File: src/rtl/fp_addsub_acc_pipe.sv
// Two-stage, valid/ready pipelined saturating fixed-point add/sub/accumulate unit
// with a running accumulator, a sticky saturation flag and a saturating event counter.
module fp_addsub_acc_pipe #(
  parameter int WIDTH      = 16,
  parameter int FRAC_WIDTH = 8,
  parameter int CNT_WIDTH  = 8
) (
  input  logic                 clk_in,
  input  logic                 rst_in,
  input  logic                 in_valid,
  output logic                 in_ready,
  input  logic [WIDTH-1:0]     arg1,
  input  logic [WIDTH-1:0]     arg2,
  input  logic [1:0]           op,
  output logic                 out_valid,
  input  logic                 out_ready,
  output logic [WIDTH-1:0]     result,
  output logic                 ovrflw,
  input  logic                 clr_sticky,
  output logic                 sat_sticky,
  output logic [CNT_WIDTH-1:0] ovf_count
);

  localparam logic [1:0] OP_SUB = 2'b01;
  localparam logic [1:0] OP_ACC = 2'b10;
  localparam logic [1:0] OP_LOAD = 2'b11;

  localparam logic [WIDTH-1:0]     MAX_POS  = {1'b0, {(WIDTH-1){1'b1}}};
  localparam logic [WIDTH-1:0]     MIN_NEG  = {1'b1, {(WIDTH-1){1'b0}}};
  localparam logic [CNT_WIDTH-1:0] CNT_FULL = {CNT_WIDTH{1'b1}};

  logic                 s1_valid_q, s1_valid_d;
  logic [WIDTH-1:0]     s1_a_q, s1_a_d;
  logic [WIDTH-1:0]     s1_b_q, s1_b_d;
  logic [1:0]           s1_op_q, s1_op_d;
  logic                 s2_valid_q, s2_valid_d;
  logic [WIDTH-1:0]     result_q, result_d;
  logic                 ovrflw_q, ovrflw_d;
  logic [WIDTH-1:0]     acc_q, acc_d;
  logic                 sat_sticky_q, sat_sticky_d;
  logic [CNT_WIDTH-1:0] ovf_count_q, ovf_count_d, cnt_base;

  logic             s1_en, s2_en, s2_load, sat_event;
  logic [WIDTH:0]   op_x, op_y, raw;
  logic [WIDTH-1:0] sat_val;
  logic             sat_ovf;

  assign s2_en    = !s2_valid_q || out_ready;
  assign s1_en    = !s1_valid_q || s2_en;
  assign s2_load  = s1_valid_q && s2_en;
  assign in_ready = s1_en;

  // Operands are sign-extended by one bit so the true sum/difference always fits;
  // saturation is then a check of the top two bits of the WIDTH+1 result.
  always_comb begin
    // NOTE: every combinational output gets a default first, so no path leaves it unassigned (no latch).
    op_x = {s1_a_q[WIDTH-1], s1_a_q};
    op_y = {s1_b_q[WIDTH-1], s1_b_q};
    if (s1_op_q == OP_ACC) begin
      op_x = {acc_q[WIDTH-1], acc_q};
      op_y = {s1_a_q[WIDTH-1], s1_a_q};
    end else if (s1_op_q == OP_LOAD) begin
      op_y = '0;
    end
    raw = (s1_op_q == OP_SUB) ? (op_x - op_y) : (op_x + op_y);
    sat_ovf = raw[WIDTH] ^ raw[WIDTH-1];
    sat_val = raw[WIDTH-1:0];
    if (sat_ovf) sat_val = raw[WIDTH] ? MIN_NEG : MAX_POS;
  end

  always_comb begin
    s1_valid_d = s1_valid_q;
    s1_a_d     = s1_a_q;
    s1_b_d     = s1_b_q;
    s1_op_d    = s1_op_q;
    if (s1_en) begin
      s1_valid_d = in_valid;
      s1_a_d     = arg1;
      s1_b_d     = arg2;
      s1_op_d    = op;
    end

    s2_valid_d = s2_valid_q;
    result_d   = result_q;
    ovrflw_d   = ovrflw_q;
    acc_d      = acc_q;
    if (s2_en) s2_valid_d = s1_valid_q;
    if (s2_load) begin
      result_d = sat_val;
      ovrflw_d = sat_ovf;
      if (s1_op_q[1]) acc_d = sat_val;
    end

    // A clear takes effect first, so an event in the same cycle still counts as one.
    sat_event    = s2_load && sat_ovf;
    cnt_base     = clr_sticky ? '0 : ovf_count_q;
    sat_sticky_d = (sat_sticky_q && !clr_sticky) || sat_event;
    ovf_count_d  = cnt_base;
    if (sat_event && cnt_base != CNT_FULL) ovf_count_d = cnt_base + 1'b1;
  end

  // NOTE: sequential state uses non-blocking assignments only; all registers here are
  // small control/datapath flops, so every one of them is reset (no memories involved).
  always_ff @(posedge clk_in or negedge rst_in) begin
    if (!rst_in) begin
      s1_valid_q   <= 1'b0;
      s1_a_q       <= '0;
      s1_b_q       <= '0;
      s1_op_q      <= '0;
      s2_valid_q   <= 1'b0;
      result_q     <= '0;
      ovrflw_q     <= 1'b0;
      acc_q        <= '0;
      sat_sticky_q <= 1'b0;
      ovf_count_q  <= '0;
    end else begin
      s1_valid_q   <= s1_valid_d;
      s1_a_q       <= s1_a_d;
      s1_b_q       <= s1_b_d;
      s1_op_q      <= s1_op_d;
      s2_valid_q   <= s2_valid_d;
      result_q     <= result_d;
      ovrflw_q     <= ovrflw_d;
      acc_q        <= acc_d;
      sat_sticky_q <= sat_sticky_d;
      ovf_count_q  <= ovf_count_d;
    end
  end

  assign out_valid  = s2_valid_q;
  assign result     = result_q;
  assign ovrflw     = ovrflw_q;
  assign sat_sticky = sat_sticky_q;
  assign ovf_count  = ovf_count_q;

endmodule

File: config.mk
export PLATFORM = sky130hd
export DESIGN_NAME = fp_addsub_acc_pipe
export DESIGN_NICKNAME = d
export VERILOG_FILES = /design/src/rtl/fp_addsub_acc_pipe.sv
export SDC_FILE = /design/constraint.sdc
export NUM_CORES = 1
export LEC_CHECK = 0
export ABC_AREA = 1
export BUFFER_PORTS_ARGS = -buffer_cell sky130_fd_sc_hd__buf_2
export CORE_UTILIZATION = 35
export DETAILED_ROUTE_END_ITERATION = 6
export GPL_ROUTABILITY_DRIVEN = 0
export PLACE_DENSITY = 0.64
export SLEW_MARGIN = 0
export SYNTH_ARGS = -nofsm -noshare
export SYNTH_HDL_FRONTEND = slang
export SYNTH_SLANG_ARGS = --single-unit
File: constraint.sdc
create_clock -name clk_in -period 3.5 [get_ports clk_in]
set_input_delay 0.7 -clock clk_in [delete_from_list [all_inputs] [get_ports clk_in]]
set_output_delay 0.7 -clock clk_in [all_outputs]
set_load 0.1 [all_outputs]
---- Word level (Yosys, flattened, before mapping) ----
Cells that the tools add are included.
storage, ports and cells
  register bits after elaboration ......... 78
  bits in latches ......................... 0
  memory bits (writable) .................. 0
  ROM bits ................................ 0
  input bits .............................. 39
  memories ................................ 0
cells by class
  add/sub/neg operators ................... 3
  multiply operators ...................... 0
  div/mod/pow operators ................... 0
  $lt $le $gt $ge ......................... 0
  equality and inequality tests ........... 4
  shift operators ......................... 0
  muxes and demuxes ....................... 8
  bitwise gates (word level) .............. 1
  reduce and logical (&&, ||, !) cells .... 11
operator list
  kind                                           number
  2-to-1 mux 17 bit                              4
  2-to-1 mux 16 bit                              2
  adder 17 bit                                   1
  subtractor 17 bit                              1
  2-to-1 mux 8 bit                               2
  adder 8 x 1 -> 8 bit, second input constant    1
  inequality test 8 bit, second input constant   1
  == test 2 bit, second input constant           2
  logical AND 1 bit                              4
  zero test 1 bit                                3
  logical OR 1 bit                               3
  == test 2 x 1 -> 1 bit, second input constant  1
  AND reduction 2 bit                            1
  bitwise XOR 1 bit                              1

---- Longest topological paths before layout ----
Gate-level depths: netlist of run 1.
  depth after elaboration ................. 9
  depth in mapped cells ................... 27
  gate-level depth less buffers ........... 26

---- Worst setup path before layout of run 1 ----
OpenSTA, ideal clock, no wires.
  path kind ............................... reg-to-reg
  from .................................... register s1_op_q[1]
  to ...................................... register acc_q[10]
  data arrival time ....................... 3.265 ns
  slack ................................... 0.158 ns
  cell stages (with the launch flop) ...... 25
  buffers on the path ..................... 3
  clock period less this slack ............ 3.342 ns
  path through ............................ dfrtp_1 -> buf_6 -> buf_4 -> o22ai_1 -> inv_1 -> ha_1 -> nand3_2 -> nor2_1 -> nand3_1 -> o21ai_0 -> o21ai_0 -> xor2_1 -> ha_1 -> nand2_1 -> inv_1 -> a21boi_0 -> o21ai_0 -> a21oi_1 -> nand3_1 -> nand3_4 -> buf_8 -> nand2_2 -> nand2_1 -> nand2_1 -> o21ai_1
between the ends
  longest elaborated chain between the ends .. 7
RTL lines
  what                                                    line    text
  from (decl)                                             35      logic [1:0] s1_op_q, s1_op_d;
  from (signal assigned)                                  120     s1_op_q <= s1_op_d;
  == test 2 bit                                           62      end else if (s1_op_q == OP_LOAD) begin
  2-to-1 mux 17 bit                                       62
  2-to-1 mux 17 bit                                       59      if (s1_op_q == OP_ACC) begin
  adder 17 bit or subtractor 17 bit (tied branches)       65      raw = (s1_op_q == OP_SUB) ? (op_x - op_y) : (op_x + op_y);
  2-to-1 mux 17 bit                                       65
  2-to-1 mux 16 bit or bitwise XOR 1 bit (tied branches)  68, 66
  2-to-1 mux 16 bit                                       68      if (sat_ovf) sat_val = raw[WIDTH] ? MIN_NEG : MAX_POS;
  to (signal assigned)                                    113     acc_q <= '0;
  to (signal assigned)                                    124     acc_q <= acc_d;
  to (decl)                                               39      logic [WIDTH-1:0] acc_q, acc_d;
Parallel ways exist; a longest one is shown, timed or not.
A chain may end at the register's enable or synchronous reset.

---- Worst setup path in the final report of run 1 ----
  from .................................... register s1_op_q[1]
  to ...................................... register result_q[8], in the netlist result[8]
between the ends
  longest elaborated chain between the ends .. 7
RTL lines
  what                                                    line    text
  == test 2 bit                                           62
  2-to-1 mux 17 bit                                       62
  2-to-1 mux 17 bit                                       59
  adder 17 bit or subtractor 17 bit (tied branches)       65
  2-to-1 mux 17 bit (*)                                   65
  2-to-1 mux 16 bit or bitwise XOR 1 bit (tied branches)  68, 66
  2-to-1 mux 16 bit (*)                                   68
  to (signal assigned)                                    122     result_q <= result_d;
  to (decl)                                               37      logic [WIDTH-1:0] result_q, result_d;
Mark *: on every way between the ends. The rest lies on a longest branch, timed or not.

==> results of run 1 <==
==> worst paths after layout <==
kind,startpoint,end,cells past startpoint
worst max-delay path,s1_op_q[1],result[8],24
worst min register to register,result[7],result[7],2
worst min-delay path,result[7],result[7],2
worst max register to register,s1_op_q[1],result[8],24
max in group asynchronous,rst_in,s1_op_q[1],1
min in group asynchronous,rst_in,sat_sticky,1
==> metrics by stage <==
stage	utilization, %	worst slack (ns)	hold slack (ns)	total power [mW]	area [um2]
floorplan	-	0.158	0.404	3.66	4950
global placement	42.4	-0.135	0.461	4.51	5860
detailed placement	42.4	-0.215	0.460	4.53	5860
CTS	45.4	0.0155	0.476	5.65	6280
global route	48.6	-0.195	0.491	6.52	6730
finish	48.6	0.0272	0.474	6.10	6730
==> power breakdown <==
part,leakage (nW),switching [mW],internal (mW)
sequential,0.924,0.126,1.15
clock,0.157,0.359,0.642
combinational,2.35,2.46,1.37
total,3.43,2.95,3.15
==> synth_stat cells (all sizes together) (11+ instances only) <==
| cell | instances |
|---|---|
| a21oi | 23 |
| xnor2 | 11 |
| nor2 | 51 |
| dfrtp | 78 |
| xor2 | 20 |
| nand3 | 35 |
| buf | 13 |
| a31oi | 15 |
| mux2 | 25 |
| ha | 18 |
| inv | 71 |
| nand2 | 182 |
| o21ai | 49 |
==> worst max-delay path, cell delays in order, from the launching register on <==
cell                       delay, ns
sky130_fd_sc_hd__dfrtp_2        0.49
sky130_fd_sc_hd__buf_8          0.17
sky130_fd_sc_hd__nand3_2        0.11
sky130_fd_sc_hd__nand2_1        0.08
sky130_fd_sc_hd__nor2_1         0.08
sky130_fd_sc_hd__nand2_1        0.09
sky130_fd_sc_hd__nor2_2         0.15
sky130_fd_sc_hd__nor2_2         0.07
sky130_fd_sc_hd__buf_4          0.13
sky130_fd_sc_hd__buf_4          0.12
sky130_fd_sc_hd__xnor2_1        0.12
sky130_fd_sc_hd__ha_1           0.36
sky130_fd_sc_hd__nand2_1        0.11
sky130_fd_sc_hd__inv_1          0.05
sky130_fd_sc_hd__a21oi_2        0.14
sky130_fd_sc_hd__nand2_2        0.07
sky130_fd_sc_hd__nand3b_1       0.12
sky130_fd_sc_hd__nand2_1        0.08
sky130_fd_sc_hd__nand2_2        0.08
sky130_fd_sc_hd__nand2_4        0.08
sky130_fd_sc_hd__inv_2          0.07
sky130_fd_sc_hd__nand3_4        0.15
sky130_fd_sc_hd__buf_12         0.19
sky130_fd_sc_hd__buf_12         0.13
sky130_fd_sc_hd__a31oi_4        0.16
==> cells in the final DEF (no fill, tap or decap), types with 3 or more instances in the layout <==
cell type                   Yosys  routed
sky130_fd_sc_hd__nand3_2        4       7
sky130_fd_sc_hd__clkbuf_16      0      11
sky130_fd_sc_hd__nor2_2         4      10
sky130_fd_sc_hd__buf_2          6      65
sky130_fd_sc_hd__o21ai_2        2       6
sky130_fd_sc_hd__nand2_4        1       5
sky130_fd_sc_hd__a21oi_2        0       8
sky130_fd_sc_hd__nand2_1      167     153
sky130_fd_sc_hd__nand3_1       28      23
sky130_fd_sc_hd__nand2_2       14      24
sky130_fd_sc_hd__o21ai_0       38      30
sky130_fd_sc_hd__xor2_1        20      20
sky130_fd_sc_hd__inv_1         69      65
sky130_fd_sc_hd__a31oi_4        0       4
sky130_fd_sc_hd__dfrtp_1       78      77
sky130_fd_sc_hd__nor3_1         4       3
sky130_fd_sc_hd__xnor2_1       11      11
sky130_fd_sc_hd__ha_1          18      17
sky130_fd_sc_hd__mux2_2        25      25
sky130_fd_sc_hd__o21ai_1        9      12
sky130_fd_sc_hd__nand3_4        3       7
sky130_fd_sc_hd__buf_12         0       3
sky130_fd_sc_hd__a21oi_1       23      15
sky130_fd_sc_hd__a31oi_1       15      11
sky130_fd_sc_hd__nand4_1       10      10
sky130_fd_sc_hd__buf_4          1      76
sky130_fd_sc_hd__nor2_1        47      39
sky130_fd_sc_hd__inv_2          1       5
==> final cells by class <==
| cell class | instances | area (um2) | area share, % |
|---|---|---|---|
| Multi-Input combinational cell | 459 | 2920 | 43.5 |
| Clock buffer | 12 | 246 | 3.67 |
| Sequential cell | 78 | 1950 | 29.0 |
| Clock inverter | 4 | 70.1 | 1.04 |
| Tap cell | 180 | 225 | 3.35 |
| Timing Repair Buffer | 148 | 1030 | 15.3 |
| Inverter | 71 | 274 | 4.07 |
==> logic make-up after synthesis <==
family                     share of synthesized area [%]
buffers and inverters                               8.24
and+or+nand+nor                                     25.4
DFF                                                 39.4
adders and majority gates                           4.95
muxes                                               5.69
xor gates and xnor gates                            5.49
AOI/OAI and AO/OA                                   10.8
==> routing by layer <==
layer | up-vias | share of wire [%]
li1 | 2321 | -
met1 | 2079 | 48
met2 | 118 | 46
met3 | 21 | 4.4
met4 | 0 | 1.6
met5 | - | 0
==> repair_timing <==
action | CTS | global route
pin swaps | 4 | 32
cloned | 1 | 4
endpoints found under the hold margin | 0 | 0
buffers inserted | 5 | 13
endpoints found under the setup margin | 40 | 42
gates resized for setup | 15 | 69
==> registers in the layout, summed over array words and instances, names as in the netlist, 2 cells and up <==
name	cells
s1_op_q	2
ovf_count	8
s1_b_q	16
result	16
acc_q	16
s1_a_q	16
==> run_results.csv, run 1 <==
group,metric,value,unit
run_status,outcome,"finished, final reports clean",
routing,route.final.wire_length,12500,um
routing,iteration_0_drc_count_of_the_detailed_router,196,
global_routing,vias_in_the_first_global_route,4322,
floorplan,die_w,121,um
worst_setup_path,critical_path_end_type,"register",
yosys,synth-edff-count,0,
worst_setup_path,cp_data_arrival_time,3.73,ns
global_routing,top_usage_layer,"met2",
yosys,syn_inst,628,
clock_network,h-tree-depth,3,
job,max-cap-violations,0,
global_routing,grt_first_pass_wirelength,20000,um
worst_hold_path,hp-class,"reg -> reg",
clock_network,max-clock-path-buffers,2,
sta,max_clock_freq,288,MHz
worst_setup_path,timing.critical_path.from_type,"register",
sta,hold_violations,0,
sta,final.period_utilization,99.2,%
power,pwr_density,908,mW/mm2
clock_network,cts_tree,"done",
sta,worst_pin_slew,0.976,ns
clock_network,cts.clk_slew.worst_paths,0.06,ns
layout,insertedDiodeCount,0,
clock_network,clk_root_buffer_cell,"sky130_fd_sc_hd__clkbuf_16",
yosys,synth_area_per_cell,7.88,um2
clock_network,holdBufCountCts,0,
sta,timing.clock.skew,0.00880,ns
placement,port_buffers,66,
global_routing,gr-usage-met3,3.90,%
global_routing,grtUsageMet1,23.5,%
placement,hpwl,8740,um
clock_network,cts.sinks,78,
placement,dp_cells,913,
yosys,asyncSetResetFlopFracSynth,100,%
clock_network,clk_latency,0.34,ns
layout,nFillCells,1328,
layout,proportion_of_layout_cells_with_a_drive_suffix_above_1,35.6,%
sta,timing.setup.tns,0,ns
floorplan,initial_core_util,35.8,%
worst_setup_path,criticalPathCategory,"reg -> reg",
yosys,synthesis.yosys.warnings,0,
sta,slew_headroom,34.9,%
yosys,synth.lib_cells_used.distinct,37,
floorplan,ios,67,
worst_setup_path,critical_path_peak_fanout,8,
layout,area_growth,35.9,%
sta,setup-violations-final,0,
global_routing,total_overflow_reported_by_the_global_router,0,
worst_setup_path,setup.reg_to_reg.worst_slack,0.03,ns
routing,route.detailed.wl_per_inst,13.1,um
sta,grt_setup_unrepaired,"true",
floorplan,fp.dieArea,0.0146,mm2
floorplan,chipHeight,121,um
worst_setup_path,worst_ep_required_time,3.76,ns
global_routing,gr-usage-all-layers,17.2,%
power,leakagePower,3.43,nW
global_routing,grt_antenna_before_repair,0,
global_routing,grt_start_max_net_pins,79,
yosys,synth_area,0.00495,mm2
layout,final_nets,825,
global_routing,gr-usage-met2,27.0,%
yosys,ys_seq_elements,78,
sta,timing_max_transition_violations_final,0,
power,peakVddDrop,0.371,mV
floorplan,placement_rows,43,
yosys,yosysTopAreaCell,"sky130_fd_sc_hd__dfrtp_1",
routing,drc,0,
yosys,synth_top_area_share,39.4,%
floorplan,floorplan.core_area,0.0138,mm2
routing,final_antenna_net_count,0,
yosys,synth_fp_nets,686,
sta,fin_crit,3.47,ns
layout,finalNonFillerCells,952,
routing,vias,4539,
routing,detail_route.vias_per_cell,4.77,
yosys,synth.area.top_cells,"sky130_fd_sc_hd__dfrtp_1 39%, sky130_fd_sc_hd__nand2_1 13%, sky130_fd_sc_hd__mux2_2 5.7%",
yosys,synth.yosys.seq_area_share,39.4,%
yosys,ys_dominant_reg_cell,"sky130_fd_sc_hd__dfrtp_1",
clock_network,cts_made_buffers,9,
routing,drt_pass1_iterations,5,
Power figures use the tool's default switching activity.
==> run 2, diff against run 1 <==
--- a/config.mk
+++ b/config.mk
@@ -7,10 +7,10 @@
 export LEC_CHECK = 0
 export ABC_AREA = 1
 export BUFFER_PORTS_ARGS = -buffer_cell sky130_fd_sc_hd__buf_2
-export CORE_UTILIZATION = 35
+export CORE_UTILIZATION = 49
 export DETAILED_ROUTE_END_ITERATION = 6
 export GPL_ROUTABILITY_DRIVEN = 0
-export PLACE_DENSITY = 0.64
+export PLACE_DENSITY = 0.81
 export SLEW_MARGIN = 0
 export SYNTH_ARGS = -nofsm -noshare
 export SYNTH_HDL_FRONTEND = slang
==> run 2 against run 1 <==
Against the previous run: the flow now finishes with violations (setup timing); sequential cell count is the same; worst hold slack lost 0.0058 ns; via count grew 7.0%.
==> run_results.csv, run 2 (synthesis gave the netlist of run 1 again) <==
group,metric,value,unit
worst_setup_path,r2r-end,"ovf_count[5]",
worst_setup_path,criticalPathCategory,"reg -> reg",
worst_setup_path,cp_cell_sequence,"buf_8 > nand3_1 > nand2_2 > nor2_4 > nand3_2 > o21ai_4 > nand2_2 > a21oi_2 > xor2_1 > ha_1 > buf_6 > inv_4 > o21bai_4 > a21boi_2 > o21ai_2 > inv_1 > nand2_2 > buf_6 > nand3_4 > nand3_4 > nand2_8 > nand3_4 > nand2_2 > nand2_2",
floorplan,die_w,103,um
sta,setup-violations-final,39,
clock_network,clk_root_buffer_cell,"sky130_fd_sc_hd__clkbuf_8",
clock_network,cts.sinks,78,
clock_network,cts_made_buffers,9,
layout,final_cell_area,0.00673,mm2
global_routing,grt_start_max_net_pins,79,
floorplan,placement_rows,36,
layout,area_growth,35.9,%
floorplan,floorplan.core_area,0.00977,mm2
layout,final_nets,813,
placement,port_buffers,66,
worst_setup_path,cp_data_arrival_time,3.96,ns
layout,proportion_of_layout_cells_with_a_drive_suffix_above_1,41.3,%
clock_network,h-tree-depth,3,
job,max-cap-violations,0,
layout,finalNonFillerCells,893,
clock_network,cts.clk_slew.worst_paths,0.09,ns
power,power.total,6.18,mW
routing,route.detailed.wl_per_inst,16.0,um
floorplan,chipHeight,103,um
floorplan,initial_core_util,50.6,%
sta,timing.clock.skew,0.0104,ns
worst_setup_path,worst_r2r_startpoint,"s1_op_q[1]",
placement,hpwl,8580,um
layout,mostFrequentLayoutCells,"120 x sky130_fd_sc_hd__nand2_1, 77 x sky130_fd_sc_hd__dfrtp_1, 65 x sky130_fd_sc_hd__buf_2, 60 x sky130_fd_sc_hd__inv_1, 58 x sky130_fd_sc_hd__buf_4",
placement,dp_cells,831,
routing,route.final.wire_length,14300,um
global_routing,total_overflow_reported_by_the_global_router,0,
worst_setup_path,critical_path.slowest_cell,"sky130_fd_sc_hd__dfrtp_2",
sta,hold_violations,0,
floorplan,fp.dieArea,0.0105,mm2
layout,insertedDiodeCount,0,
power,peakVddDrop,0.552,mV
power,pwr_density,918,mW/mm2
worst_setup_path,setup.reg_to_reg.worst_slack,-0.19,ns
worst_setup_path,critical_path_cell_count,24,
routing,detail_route.vias_per_cell,5.44,
layout,layout.cells.most_common,"sky130_fd_sc_hd__nand2_1",
sta,setup_slack,-0.192,ns
sta,grt_setup_unrepaired,"true",
routing,iteration_0_drc_count_of_the_detailed_router,269,
sta,fin_crit,3.69,ns
routing,vias,4857,
clock_network,holdBufCountCts,0,
worst_setup_path,critical_path_end_type,"register",
routing,final_antenna_net_count,0,
worst_hold_path,hp-class,"in -> async",
worst_setup_path,worst_ep_required_time,3.77,ns
routing,drt_pass1_iterations,5,
worst_setup_path,crit_start,"s1_op_q[1]",
power,leakagePower,3.37,nW
global_routing,gr-usage-all-layers,25.7,%
sta,timing_max_transition_violations_final,0,
worst_setup_path,worst_path_largest_cell_delay,0.46,ns
worst_setup_path,path_delay_family,"simple AND/OR/NAND/NOR gates",
clock_network,cts_tree,"done",
floorplan,ios,67,
sta,worst_pin_slew,1.04,ns
worst_setup_path,timing.critical_path.from_type,"register",
worst_setup_path,critical_path_endpoint,"ovf_count[5]",
placement,place_area,0.00551,mm2
global_routing,vias_in_the_first_global_route,4659,
run_status,outcome,"complete, but fails checks",
global_routing,grt_first_pass_wirelength,21100,um
worst_setup_path,critical-path-top-cell-by-count,"sky130_fd_sc_hd__nand2_2",
global_routing,grt_antenna_before_repair,0,
routing,drc,0,
sta,max_clock_freq,271,MHz
worst_setup_path,critical_path_buf_inv_count,5,
sta,final.period_utilization,105,%
sta,slew_headroom,30.6,%
worst_setup_path,critical_path_peak_fanout,8,
sta,post_route_hold_slack,0.468,ns
clock_network,clk_latency,0.37,ns
worst_setup_path,worst_reg2reg_path_length_in_cells,24,
run_status,failing_checks,"setup timing",
clock_network,max-clock-path-buffers,2,
run 2: cell count changes in the layout (fill, tap and decap cells not counted), moves of 4 or more:
cell / before / now
sky130_fd_sc_hd__buf_6: 1 / 7
sky130_fd_sc_hd__nand2_1: 153 / 120
sky130_fd_sc_hd__inv_1: 65 / 60
sky130_fd_sc_hd__nor2_4: 2 / 8
sky130_fd_sc_hd__nand2_2: 24 / 52
sky130_fd_sc_hd__nand2_4: 5 / 10
sky130_fd_sc_hd__o21ai_0: 30 / 26
sky130_fd_sc_hd__nor2_2: 10 / 5
sky130_fd_sc_hd__inv_2: 5 / 9
sky130_fd_sc_hd__clkbuf_16: 11 / 1
sky130_fd_sc_hd__buf_4: 76 / 58
sky130_fd_sc_hd__nand3_1: 23 / 19
sky130_fd_sc_hd__clkbuf_8: 1 / 11
run 2: what timing repair did:
action / CTS / global route
resized for setup: 51 / 116
setup buffers: 20 / 22
gates cloned: 3 / 1
setup endpoints to repair: 40 / 40
pin swaps: 25 / 64
run 2: how the worst min path moves through the flow:
stage                               to  slack (ns)  cells after the start
after floorplan               acc_q[0]        0.40                      0
after global placement        acc_q[0]        0.46                      2
after detailed placement      acc_q[7]        0.47                      2
after CTS                     acc_q[7]        0.49                      2
after global routing        s1_valid_q        0.50                      3
final                     ovf_count[4]        0.47                      1
run 2: through the flow:
step | setup slack (ns) | setup TNS [ns] | util (%)
floorplan | 0.158 | 0 | -
global placement | -0.0946 | -1.35 | 56.4
detailed placement | -0.297 | -7.87 | 56.4
CTS | 0.00449 | 0 | 62.4
global route | -0.326 | -9.47 | 68.8
finish | -0.192 | -4.67 | 68.8
run 2: report_power, final:
group	leakage, nW	switching (mW)	total (mW)	internal [mW]
sequential	0.924	0.122	1.27	1.14
combinational	2.33	2.68	4.11	1.43
clock	0.116	0.361	0.801	0.441
run 2: area by class of cell:
cell class	instances	area [um2]
timing repair buffer	137	965
sequential	78	1950
clock inverter	5	81.3
fill	718	3050
tap	133	166
multi-input combinational	458	3140
inverter	71	277
clock buffer	11	151
run 2: metal layers:
layer | track usage [%] | vias to the layer above | routed length (um)
met1 | 33.2 | 2327 | 6010
met3 | 3.93 | 38 | 684
met5 | 0 | - | 0
li1 | - | 2304 | -
met4 | 9.67 | 0 | 397
met2 | 43.5 | 188 | 7170
